[config.mk]
export PLATFORM = sky130hd
export DESIGN_NAME = clock_divider
export DESIGN_NICKNAME = d
export VERILOG_FILES = /design/src/rtl/clock_div_pkg.sv /design/src/rtl/clock_div_shadow.sv /design/src/rtl/clock_divider.sv
export SDC_FILE = /design/constraint.sdc
export NUM_CORES = 1
export LEC_CHECK = 0
export BUFFER_PORTS_ARGS = -buffer_cell sky130_fd_sc_hd__buf_2
export CORE_ASPECT_RATIO = 0.7
export CORE_MARGIN = 10
export CORE_UTILIZATION = 40
export DETAILED_ROUTE_END_ITERATION = 8
export PLACE_DENSITY = 0.61
export SYNTH_ARGS = -nofsm -noshare
export SYNTH_HDL_FRONTEND = slang
export SYNTH_HIERARCHICAL = 1
export SYNTH_SLANG_ARGS = --single-unit
[constraint.sdc]
create_clock -name clock -period 4.5 [get_ports clock]
set_input_delay 1.35 -clock clock [delete_from_list [all_inputs] [get_ports clock]]
set_output_delay 1.35 -clock clock [all_outputs]
set_load 0.03 [all_outputs]
[src/rtl/clock_div_pkg.sv]
// rtl/clock_div_pkg.sv - shared state encoding and divide-ratio clamp for clock_divider
package clock_div_pkg;

    localparam logic [1:0] ST_IDLE = 2'd0;
    localparam logic [1:0] ST_HIGH = 2'd1;
    localparam logic [1:0] ST_LOW  = 2'd2;

    localparam int unsigned MIN_DIV = 2;

    // Ratios 0 and 1 cannot form a high and a low phase, so they run as 2.
    function automatic int unsigned clamp_div(input int unsigned value);
        return (value < MIN_DIV) ? MIN_DIV : value;
    endfunction

endpackage

[src/rtl/clock_div_shadow.sv]
// rtl/clock_div_shadow.sv - pending/active divide-ratio pair with apply acknowledge
import clock_div_pkg::*;

module clock_div_shadow #(
    parameter int CNT_W       = 8,
    parameter int DEFAULT_DIV = 10
) (
    input  logic             clock,
    input  logic             reset_n,
    input  logic             div_load,
    input  logic [CNT_W-1:0] div_value,
    input  logic             boundary,
    input  logic             idle,
    output logic [CNT_W-1:0] div_active,
    output logic             div_ack
);

    logic [CNT_W-1:0] pend_value;
    logic             pend_valid;
    logic [CNT_W-1:0] load_value;

    assign load_value = CNT_W'(clamp_div(32'(div_value)));

    always_ff @(posedge clock) begin
        if (!reset_n) begin
            div_active <= CNT_W'(DEFAULT_DIV);
            pend_value <= CNT_W'(DEFAULT_DIV);
            pend_valid <= 1'b0;
            div_ack    <= 1'b0;
        end else begin
            div_ack <= 1'b0;
            if (boundary && div_load) begin
                // A load landing on the boundary skips the pending stage.
                div_active <= load_value;
                pend_valid <= 1'b0;
                div_ack    <= 1'b1;
            end else if ((boundary || idle) && pend_valid) begin
                div_active <= pend_value;
                div_ack    <= 1'b1;
                pend_valid <= div_load;
                if (div_load) begin
                    pend_value <= load_value;
                end
            end else if (div_load) begin
                pend_value <= load_value;
                pend_valid <= 1'b1;
            end
        end
    end

endmodule

[src/rtl/clock_divider.sv]
// rtl/clock_divider.sv - programmable glitch-free clock divider with tick and reload handshake
import clock_div_pkg::*;

module clock_divider #(
    parameter int CNT_W       = 8,
    parameter int DEFAULT_DIV = 10
) (
    input  logic             clock,
    input  logic             reset_n,
    input  logic             enable,
    input  logic             div_load,
    input  logic [CNT_W-1:0] div_value,
    output logic             div_ack,
    output logic             clk_out,
    output logic             tick,
    output logic [CNT_W-1:0] count,
    output logic             busy
);

    logic [1:0]       state;
    logic [CNT_W-1:0] div_active;
    logic [CNT_W:0]   hi_len;
    logic [CNT_W-1:0] hi_last;
    logic [CNT_W-1:0] div_last;
    logic             boundary;
    logic             idle;

    // Widened by one bit so N = 2**CNT_W-1 does not overflow the rounding add.
    assign hi_len   = ({1'b0, div_active} + (CNT_W+1)'(1)) >> 1;
    assign hi_last  = CNT_W'(hi_len - (CNT_W+1)'(1));
    assign div_last = div_active - CNT_W'(1);
    assign boundary = (state == ST_LOW) && (count == div_last);
    assign idle     = (state == ST_IDLE);
    assign busy     = (state != ST_IDLE);

    clock_div_shadow #(
        .CNT_W       (CNT_W),
        .DEFAULT_DIV (DEFAULT_DIV)
    ) u_shadow (
        .clock      (clock),
        .reset_n    (reset_n),
        .div_load   (div_load),
        .div_value  (div_value),
        .boundary   (boundary),
        .idle       (idle),
        .div_active (div_active),
        .div_ack    (div_ack)
    );

    always_ff @(posedge clock) begin
        if (!reset_n) begin
            state   <= ST_IDLE;
            count   <= '0;
            clk_out <= 1'b0;
            tick    <= 1'b0;
        end else begin
            tick <= 1'b0;
            case (state)
                ST_IDLE: begin
                    count   <= '0;
                    clk_out <= enable;
                    tick    <= enable;
                    if (enable) begin
                        state <= ST_HIGH;
                    end
                end
                ST_HIGH: begin
                    count <= count + CNT_W'(1);
                    if (count == hi_last) begin
                        state   <= ST_LOW;
                        clk_out <= 1'b0;
                    end
                end
                ST_LOW: begin
                    if (boundary) begin
                        count   <= '0;
                        clk_out <= enable;
                        tick    <= enable;
                        state   <= enable ? ST_HIGH : ST_IDLE;
                    end else begin
                        count <= count + CNT_W'(1);
                    end
                end
                default: begin
                    state   <= ST_IDLE;
                    count   <= '0;
                    clk_out <= 1'b0;
                end
            endcase
        end
    end

endmodule

== Word level (Yosys, flattened, before mapping) ==
Cells that the tools add are included.
Widths: inputs -> output; s select.
Storage, ports and cells
  logic and storage cells: 53
  output and inout bits: 12
  input bits: 12
  bits in registers: 30
Cells by class
  $lt $le $gt $ge: 1
  bitwise operators: 2
  add/sub/neg operators: 4
  eq/ne operators: 7
  reductions and logical operators: 12
  multiplexer cells: 19
Operators by type and width (count)
  $mux 8: 4
  $eq 8x8->1: 2
  $pmux 8 s2: 1
  $sub 8x1->8 const B: 2
  $add 8x1->9 const B: 1
  $add 8x1->8 const B: 1
  $lt 8x2->1 const B: 1
  $mux 1: 8
  $mux 2: 3
  $pmux 2 s3: 1
  $reduce_bool 2->1: 3
  $ne 2x2->1 const B: 2
  $reduce_and 2->1: 2
  $logic_and 1x1->1: 3
  $pmux 1 s3: 1
  $reduce_and 3->1: 1
  $eq 2x1->1 const B: 1
  $eq 2x2->1 const B: 1
  $logic_not 2->1: 1
  $ne 2x1->1 const B: 1
  $not 1->1: 2
  $pmux 1 s2: 1
  $reduce_or 2->1: 1
  $logic_or 1x1->1: 1

== Longest topological paths before layout ==
Gate-level depths: netlist of run 1.
  depth in word-level cells: 7
  gate-level depth with buffers: 13
  depth with buffers taken out: 12

== Hierarchy ==
Netlist of run 1, hierarchy kept.
By module, submodules not included
  clock_divider: sequential area each 240.2 um2, cells an instance 162, area an instance 1237.4 um2, times used 1
  clock_div_shadow: sequential area each 360.3 um2, cells an instance 83, area an instance 768.2 um2, times used 1

== Least setup slack after synthesis of run 1 ==
No wires, ideal clock.
  kind: register to register
  from: register u_shadow.div_active[0]
  to: register u_shadow.div_active[4]
  cell stages (with the launch flop): 12
  library setup time: 0.122 ns
  required time: 4.378 ns
  path slack: 1.462 ns
  buffers on the path: 3
  clock period less this slack: 3.038 ns
  arrival time: 2.916 ns
  cell sequence: dfxtp_1 buf_6 or4_4 o21a_1 or4b_1 a311oi_1 and2_1 buf_6 o21ai_1 and3_1 buf_2 a221o_1
Between the ends
  cells in the longest elaborated chain, start to end: 6
  elaborated cells on any way between the ends: 8
  classes of those cells: 1 x add/sub; 1 x eq/ne; 1 x mux; 5 x reduce/logical
RTL lines
  start: declaration: RTL line clock_div_shadow.sv:14  | output logic [CNT_W-1:0] div_active,
  start signal: assignment: RTL line clock_div_shadow.sv:26  | div_active <= CNT_W'(DEFAULT_DIV);
  start signal: assignment: RTL line clock_div_shadow.sv:34  | div_active <= load_value;
  start signal: assignment: RTL line clock_div_shadow.sv:38  | div_active <= pend_value;
  $sub 8x1->8 (*): RTL line clock_divider.sv:31  | assign div_last = div_active - CNT_W'(1);
  $eq 8x8->1 (*): RTL line clock_divider.sv:32  | assign boundary = (state == ST_LOW) && (count == div_last);
  $logic_and 1x1->1 (*): RTL line clock_divider.sv:32
  named net boundary: RTL line clock_divider.sv:25  | logic boundary;
  $logic_or 1x1->1: RTL line clock_div_shadow.sv:37  | end else if ((boundary || idle) && pend_valid) begin
  $logic_and 1x1->1: RTL line clock_div_shadow.sv:37
  $reduce_bool 2->1 (no line)
The timed path passes the listed nets; every way through them passes the cells marked *.
A chain may end at the register's enable or synchronous reset.

== Worst setup path after layout of run 1 ==
  from: register u_shadow.div_active[2]
  to: register u_shadow.div_active[7]
Same word-level chain as after synthesis.

==> out/qor.txt, run 1 <==
status: finished clean
cell type with the largest total area after synthesis: dfxtp_1
met3 wire length: 212 um
clock share of power: 35.9%
setup_tns: 0 ns
worst skew pair latency: 0.28 ns
P_leak: 0.940 nW
CP Data Required Time: 4.68 ns
RSZ-0062 raised after global routing: false
Hold Crit Depth: 2
Final Critical Period: 3.29 ns
R2R Path End: u_shadow/div_active[7]
reg2reg setup slack: 1.21 ns
async set-reset flop share out of synthesis: 0%
routed len/inst: 14.0 um
Top Ports: 24
Reg power frac: 45.9%
Comb pwr share: 18.2%
# port buffers: 23
vias in the first global route: 1576
total power: 0.646 mW
antenna violations before repair: 0
hold path startpoint: clk_out
fin. max-slew vios: 0
std cell rows: 21
max cap viols: 0
largest family of logic cells by synthesized area: simple AND/OR/NAND/NOR gates
Post-Synth Simple-Gate Area: 26.0%
Synth top area share: 29.9%
initial DRC count: 127
CTS tree: built
Clock H-tree levels: 2
RePlAce Congestion: 0.832
ys flop type: dfxtp_1
Post-synth EDFFs: 0
Pre-Repair DR Iteration Count: 4
R2R depth: 8
Top Metal Used: met4
Die X: 105 um
Sw Ratio: 30.5%
critical path launch point type: flip-flop
die height: 79.2 um
Final Hold Fails: 0
Gate Count Post-Synth: 245
synth-to-layout area growth: 11.5%
FF+latch count, synth: 30
post-synthesis mux area share: 1.56%
Max Clk Rate: 0.304 GHz
DPL Wire Length: 3.58 mm
mean area per synthesized cell: 8.19 sq um
GRT overflow: 0
clk sinks: 30
post-synthesis compound-gate area fraction: 18.7%
Setup violations, final: 0
Synth Cell Area: 2010 sq um
DR DRC count: 0
Power Dens Cells: 289 nW/um^2
Finished Layout Cells: 332
Diodes inserted: 0
XOR/XNOR Fraction of Synth Area: 13.1%
Mapped Nets: 265
CTS root buffer: clkbuf_8
DRT antenna net count: 0
Placed Cells: 324
final period utilization: 73.1%
Yosys warning count: 6
crit end category: flip-flop
fin nets: 282
kind of critical path: flip-flop to flip-flop
Setup Buffers After CTS: 0
Synth Area in Adders: 4.99%
CTS Hold Bufs: 0
Worst-path clk slew: 0.07 ns
Min Hold Slack: 0.469 ns
Max FO, Critical Path: 13
Met1 Wirelength: 2.43 mm
Hold WC Path Type: flip-flop to flip-flop
routed wl met2: 1.94 mm
total CTS buffers: 5
gr usage total: 11.6%
worst reg2reg path startpoint: u_shadow/div_active[2]
P_int: 0.449 mW
Hold Crit Endpoint: clk_out
vias after detailed routing: 1749
Worst Clk Skew: 0.00300 ns
Worst-Margin Slew: 0.536 ns
proportion of layout cells with a drive suffix above 1: 13.3%
P_sw: 0.197 mW
register area share after synthesis: 29.9%
CTS resizes: 0
vias per inst: 5.27
Detailed Route WL: 4.64 mm
Initial Utilization: 41.7%
worst path arrival time: 3.47 ns
Synth area leaders: dfxtp_1, xnor2_1, xor2_1, ha_1, nand2_1
die area: 8290 sq um
max_slew headroom: 64.2%
Synth cell types: 54
Max clock buf depth: 2
largest net degree at the start of global routing: 29
worst vdd ir: 0.149 mV
Core Area: 4810 sq um
global-route wire length before repair: 8.02 mm
-- through the flow --
step	worst slack (ns)	cell area, sq um	utilization [%]
after global routing	1.04	2240	46.5
after detailed placement	1.26	2140	44.5
after global placement	1.31	2140	44.5
after CTS	1.25	2240	46.5
final	1.21	2240	46.5
after floorplan	1.46	2010	-
-- metal layers --
metal,GRT usage [%],up-vias
met5,0,-
met4,5.05,0
met3,3.31,5
met2,16.1,37
met1,16.3,806
li1,-,901
-- layout make-up --
type | count | area (sq um)
clock buffer | 6 | 82.6
clock inverter | 2 | 12.5
fill | 471 | 2570
inverter | 13 | 48.8
multi-input combinational | 189 | 1290
sequential | 30 | 601
tap | 69 | 86.3
timing repair buffer | 23 | 115
-- power groups by stage --
stage	Clock (mW)	Sequential, mW	Combinational [mW]
finish	0.232	0.296	0.118
global route	0.247	0.299	0.133
CTS	0.238	0.296	0.118
detailed placement	0	0.302	0.118
global placement	0	0.302	0.117
floorplan	0	0.300	0.0871
-- logic make-up (layout without fill, tap and decap cells) --
| kind of cell | Yosys count | after routing |
|---|---|---|
| AO/OA/AOI/OAI | 49 | 49 |
| XOR/XNOR | 30 | 30 |
| adder cells (fa/ha/maj) | 8 | 8 |
| buffers and inverters | 26 | 44 |
| flip-flops | 30 | 30 |
| multiplexers | 3 | 3 |
| AND/OR/NAND/NOR | 99 | 99 |
-- worst max-delay path, cell delays in order, from the launching register on --
cell	delay (ns)
dfxtp_1	0.45
or4_4	0.59
o21a_1	0.20
or4b_1	0.49
a311oi_1	0.30
and2_1	0.35
nand2_1	0.20
and3_1	0.29
a221o_1	0.31
-- cells in the final DEF, fill, tap and decap left out, types with 4 or more instances in the layout --
| cell | n |
|---|---|
| xor2_1 | 13 |
| xnor2_1 | 17 |
| a21boi_0 | 8 |
| inv_1 | 13 |
| buf_2 | 23 |
| a31oi_1 | 4 |
| and2_1 | 4 |
| and3_1 | 8 |
| o211ai_1 | 5 |
| nand3_1 | 14 |
| ha_1 | 8 |
| nand2b_1 | 5 |
| dfxtp_1 | 30 |
| clkbuf_8 | 6 |
| nand2_1 | 20 |
| nor3_1 | 9 |
| nor2_1 | 19 |
| a221o_1 | 5 |
-- state kept, by name, indices dropped and copies added, names as in the netlist --
name	cells
state	2
u_shadow/div_active	8
count	8
u_shadow/pend_value	8
tick	1
clk_out	1
u_shadow/pend_valid	1
u_shadow/div_ack	1
-- Yosys cell counts, types with 3 or more instances --
library cell / n
a21oi_1: 3
o21ai_0: 3
inv_1: 13
o211ai_1: 5
nor2_1: 19
a31oi_1: 4
and2_1: 4
clkbuf_1: 8
and3_1: 8
dfxtp_1: 30
nand2b_1: 5
nand2_1: 20
xor2_1: 13
xnor2_1: 17
ha_1: 8
a21boi_0: 8
nor3_1: 9
nor3b_1: 3
a221o_1: 5
nand3_1: 14
-- how the worst max path moves through the flow --
stage | endpoint | slack [ns] | startpoint | cells past startpoint
6_report | u_shadow/div_active[7] | 1.21 | u_shadow/div_active[2] | 8
5_1_grt | u_shadow/div_active[4] | 1.04 | u_shadow/div_active[2] | 8
4_1_cts | u_shadow/div_active[2] | 1.25 | u_shadow/div_active[2] | 8
3_5_place_dp | u_shadow/div_active[4] | 1.26 | u_shadow/div_active[2] | 8
3_3_place_gp | u_shadow/div_active[6] | 1.31 | u_shadow/div_active[2] | 8
2_1_floorplan | u_shadow/div_active[4] | 1.46 | u_shadow/div_active[0] | 11
(Power assumes the default switching activity.)
==> run 2: changes to the inputs <==
PLACE_DENSITY = 0.64   (was 0.61)
clock period = 2.9 ns   (was 4.5 ns; I/O delays follow)
==> run 2 against run 1 <==
Final area is 8.3% higher; flip-flop and latch count stayed put; die area stayed put; total power is 58% higher; wire length is 6.3% higher; worst hold slack worse by 0.0077 ns; via count is 5.4% higher; count of clock-buffer cells in the layout stayed put; largest power group unchanged.
==> out/qor.txt, run 2 (synthesis results as in run 1) <==
vias per inst: 5.31
total power: 1.02 mW
Die X: 105 um
routed len/inst: 14.2 um
Pre-Repair DR Iteration Count: 5
Hold WC Path Type: flip-flop to flip-flop
CP Data Required Time: 3.08 ns
die height: 79.2 um
DR DRC count: 0
Clock H-tree levels: 2
# port buffers: 23
antenna violations before repair: 0
Diodes inserted: 0
final instance area: 2420 sq um
RePlAce Congestion: 0.899
Hold Crit Endpoint: clk_out
P_leak: 1.03 nW
biggest regs: count (8), u_shadow/div_active (8), u_shadow/pend_value (8)
initial DRC count: 88
Worst Clk Skew: 0.00885 ns
RSZ-0062 raised after global routing: true
Placed Area: 2280 sq um
fin. max-slew vios: 0
CTS Hold Bufs: 0
worst vdd ir: 0.325 mV
met2 usage in global routing: 17.8%
GR Layer Usage met1: 15.9%
largest net degree at the start of global routing: 29
Top Ports: 24
final period utilization: 97.3%
Max FO, Critical Path: 9
worst reg2reg path startpoint: u_shadow/div_active[2]
worst path arrival time: 3.00 ns
Min Hold Slack: 0.461 ns
Reg area: 602 sq um
synth-to-layout area growth: 20.8%
Worst-Margin Slew: 0.455 ns
status: finished clean
Setup violations, final: 0
Detailed Route WL: 4.94 mm
Final Hold Fails: 0
vias in the first global route: 1711
Initial Utilization: 41.7%
CTS root buffer: clkbuf_8
critical path launch point type: flip-flop
vias after detailed routing: 1843
Final Critical Period: 2.82 ns
worst skew pair latency: 0.29 ns
fin nets: 297
Hold Crit Depth: 2
max_slew headroom: 69.4%
total CTS buffers: 5
DRT antenna net count: 0
gr usage total: 11.8%
Max clock buf depth: 2
R2R Path End: u_shadow/div_active[0]
layer carrying the most global-route usage: met2
DPL Wire Length: 3.77 mm
global-route wire length before repair: 8.18 mm
die area: 8290 sq um
crit end category: flip-flop
R2R depth: 9
max cap viols: 0
commonest cells after routing, fill and taps aside: dfxtp_1, buf_2, nor2_1, nand2_1, xnor2_1
clk sinks: 30
kind of critical path: flip-flop to flip-flop
Power Dens Cells: 420 nW/um^2
most common cell after layout, fill and taps aside: dfxtp_1
proportion of layout cells with a drive suffix above 1: 22.7%
GRT overflow: 0
Multi-input gate area: 1350 sq um
met3 Usage GRT: 3.06%
fill count: 463
reg2reg setup slack: 0.08 ns
std cell rows: 21
Core Area: 4810 sq um
CTS tree: built
hold path startpoint: clk_out
Worst-path clk slew: 0.07 ns
Max Clk Rate: 0.354 GHz
[run 2: power by group]
group          internal, mW  switching, mW  total [mW]
clock                 0.190          0.161       0.352
sequential            0.434         0.0168       0.450
combinational        0.0876          0.129       0.216
total                 0.712          0.307        1.02
[run 2: critical path: stages (launching register included)]
cell      delay (ns)
dfxtp_1         0.31
or4_4           0.53
o21a_1          0.20
or4b_4          0.48
a311oi_2        0.29
and2_4          0.21
buf_12          0.12
o21ai_4         0.07
mux2_2          0.28
a31o_2          0.23
[run 2: routing by layer]
layer	up-vias	wire, um
met5	-	0
met4	0	56
met3	7	274
met2	48	2170
met1	850	2440
li1	938	-
[run 2: per-stage QoR]
stage | std cells | TNS [ns] | setup WS (ns) | utilization [%]
finish | 347 | 0 | 0.0785 | 50.4
global route | 347 | -0.0147 | -0.0147 | 50.4
CTS | 346 | 0 | 0.000547 | 49.5
detailed placement | 338 | -0.0751 | -0.0217 | 47.4
global placement | 338 | 0 | 0.0186 | 47.4
floorplan | 245 | -0.161 | -0.0323 | -
[run 2: layout make-up]
class                   count  share of cell area [%]
clock buffers               6                    3.41
clock inverters             2                   0.517
inverters                  13                    2.01
multi-input cells         189                    55.7
flip-flops and latches     30                    24.8
well taps                  69                    3.56
repair buffers             38                    9.92
[run 2: worst max-delay path by stage]
stage / start / endpoint / slack (ns) / depth (start not counted)
after floorplan: u_shadow/div_active[0] / u_shadow/div_active[4] / -0.03 / 11
after global placement: u_shadow/div_active[2] / u_shadow/div_active[4] / 0.02 / 9
after detailed placement: u_shadow/div_active[2] / u_shadow/div_active[2] / -0.02 / 9
after CTS: u_shadow/div_active[2] / u_shadow/div_active[2] / 0.0005 / 9
after global routing: u_shadow/div_active[2] / u_shadow/div_active[0] / -0.01 / 9
final: u_shadow/div_active[2] / u_shadow/div_active[0] / 0.08 / 9
[run 2: timing repair]
action                     in CTS  in global routing
hold endpoints to repair        0                  0
cloned                          0                  0
gates resized for setup         1                 11
buffers inserted                0                  1
setup endpoints to repair       7                 19
pin swaps                       0                  3
==> run 3: changes to the inputs <==
CELL_PAD_IN_SITES_DETAIL_PLACEMENT = 0   (was unset)
CELL_PAD_IN_SITES_GLOBAL_PLACEMENT = 2   (was unset)
CORE_UTILIZATION = 34   (was 40)
PLACE_DENSITY = 0.81   (was 0.64)
clock period = 2.8 ns   (was 2.9 ns; I/O delays follow)
==> run 3 against run 2 <==
The flow now finishes with violations (negative setup slack); critical path type unchanged; clock power rose by 55%; largest cell class unchanged; non-clock buffer count rose by 14; global-route usage fell by 0.52 points; worst setup slack got worse by 0.087 ns; critical endpoint unchanged; flip-flop and latch count did not move.
==> out/qor.txt, run 3 (synthesis results as in run 1) <==
commonest cells after routing, fill and taps aside: dfxtp_1, buf_4, buf_2
layer carrying the most global-route usage: met1
Top Ports: 24
status: finished with violations
Setup violations, final: 1
Core Area: 5730 sq um
initial DRC count: 109
fill count: 605
final period utilization: 100%
R2R Path End: u_shadow/div_active[0]
worst reg2reg path startpoint: u_shadow/div_active[2]
Final Hold Fails: 0
Hold WC Path Type: flip-flop to flip-flop
routed len/inst: 14.7 um
synth-to-layout area growth: 30.0%
CP Data Required Time: 2.97 ns
DPL Wire Length: 4.24 mm
failing checks: negative setup slack
Detailed Route WL: 5.38 mm
largest net degree at the start of global routing: 29
DRT antenna net count: 0
Worst Path Buf+Inv: 1
Largest delay share family, worst path: simple AND/OR/NAND/NOR gates
RePlAce Congestion: 0.817
RSZ-0062 raised after global routing: true
fin nets: 311
setup ws final: -0.00850 ns
Initial Utilization: 35.0%
Max FO, Critical Path: 6
Die X: 112 um
total power: 1.25 mW
Hold Crit Endpoint: clk_out
antenna violations before repair: 0
worst vdd ir: 0.220 mV
worst skew pair latency: 0.28 ns
Min Hold Slack: 0.454 ns
fin. max-slew vios: 0
# port buffers: 23
vias in the first global route: 1746
global-route wire length before repair: 8.94 mm
cell breakdown of the critical path: or4_4 > o21a_1 > or4b_1 > a311oi_2 > and2_4 > buf_12 > o21ai_4 > mux2_2 > a31o_2
Worst Clk Skew: 0.00623 ns
Worst-path clk slew: 0.06 ns
hold path startpoint: clk_out
Max clock buf depth: 2
GRT overflow: 0
clk sinks: 30
R2R depth: 9
CTS root buffer: clkbuf_8
Pre-Repair DR Iteration Count: 4
worst path arrival time: 2.98 ns
max_slew headroom: 69.0%
GR Layer Usage met1: 16.9%
reg2reg setup slack: -0.009 ns
max cap viols: 0
DR DRC count: 0
total CTS buffers: 5
P_leak: 1.14 nW
proportion of layout cells with a drive suffix above 1: 27.4%
die area: 9420 sq um
Placed Area: 2380 sq um
most common cell after layout, fill and taps aside: dfxtp_1
met3 Usage GRT: 3.06%
Hold Crit Depth: 2
vias after detailed routing: 1865
biggest regs: count (8), u_shadow/div_active (8), u_shadow/pend_value (8)
final instance area: 2610 sq um
met2 usage in global routing: 15.3%
CTS tree: built
std cell rows: 23
Diodes inserted: 0
slowest CP cell: or4_4
die height: 84.3 um
Clock H-tree levels: 2
vias per inst: 5.08
kind of critical path: flip-flop to flip-flop
crit end category: flip-flop
Power Dens Cells: 481 nW/um^2
setup_tns: -0.00850 ns
Max Clk Rate: 0.356 GHz
crit-path max cell delay: 0.52 ns
gr usage total: 11.3%
Worst-Margin Slew: 0.460 ns
Final Critical Period: 2.81 ns
critical path launch point type: flip-flop
-- run 3: through the flow --
stage | cells | setup WS (ns) | utilization, %
after floorplan | 245 | -0.132 | -
after global placement | 356 | -0.108 | 41.6
after detailed placement | 356 | -0.127 | 41.6
after CTS | 364 | -0.00754 | 44.4
after global routing | 367 | -0.107 | 45.5
final | 367 | -0.00850 | 45.5
-- run 3: area by class of cell --
cell class / count / area, sq um / share of cell area (%)
clock buffers: 6 / 82.6 / 3.17
inverters: 13 / 48.8 / 1.87
flip-flops and latches: 30 / 602 / 23.1
clock inverters: 2 / 60.1 / 2.30
repair buffers: 52 / 345 / 13.2
multi-input cells: 189 / 1380 / 52.7
well taps: 75 / 93.8 / 3.60
-- run 3: worst min-delay path, cell delays in order (launching register included) --
cell and delay, ns:
dfxtp_1 0.31, nand2_1 0.05, mux2i_1 0.05
-- run 3: where the power goes --
part / leakage (nW) / total, mW / switching (mW) / internal (mW)
Combinational: 0.819 / 0.242 / 0.141 / 0.101
Clock: 0.0714 / 0.546 / 0.167 / 0.380
Sequential: 0.245 / 0.466 / 0.0167 / 0.449
Total: 1.14 / 1.25 / 0.324 / 0.930
-- run 3: timing repair --
item,4_1_cts,5_1_grt
setup endpoints to repair,18,19
pin swaps,2,4
hold buffers,0,0
resized for setup,6,12
setup buffers,0,3
-- run 3: layer usage --
layer  part of all wire, %  up-vias  wire length (um)
met1                    55      866              2980
met3                   4.5        4               242
li1                      -      965                 -
met2                    40       30              2130
met4                  0.54        0                29
met5                     0        -                 0
-- run 3: worst max path at each step --
stage                                       from                endpoint  depth (start not counted)
after floorplan           u_shadow/div_active[0]  u_shadow/div_active[4]                         11
after global placement    u_shadow/div_active[2]  u_shadow/div_active[2]                          9
after detailed placement  u_shadow/div_active[2]  u_shadow/div_active[7]                          9
after CTS                 u_shadow/div_active[2]  u_shadow/div_active[0]                          9
after global routing      u_shadow/div_active[2]  u_shadow/div_active[0]                          9
final                     u_shadow/div_active[2]  u_shadow/div_active[0]                          9
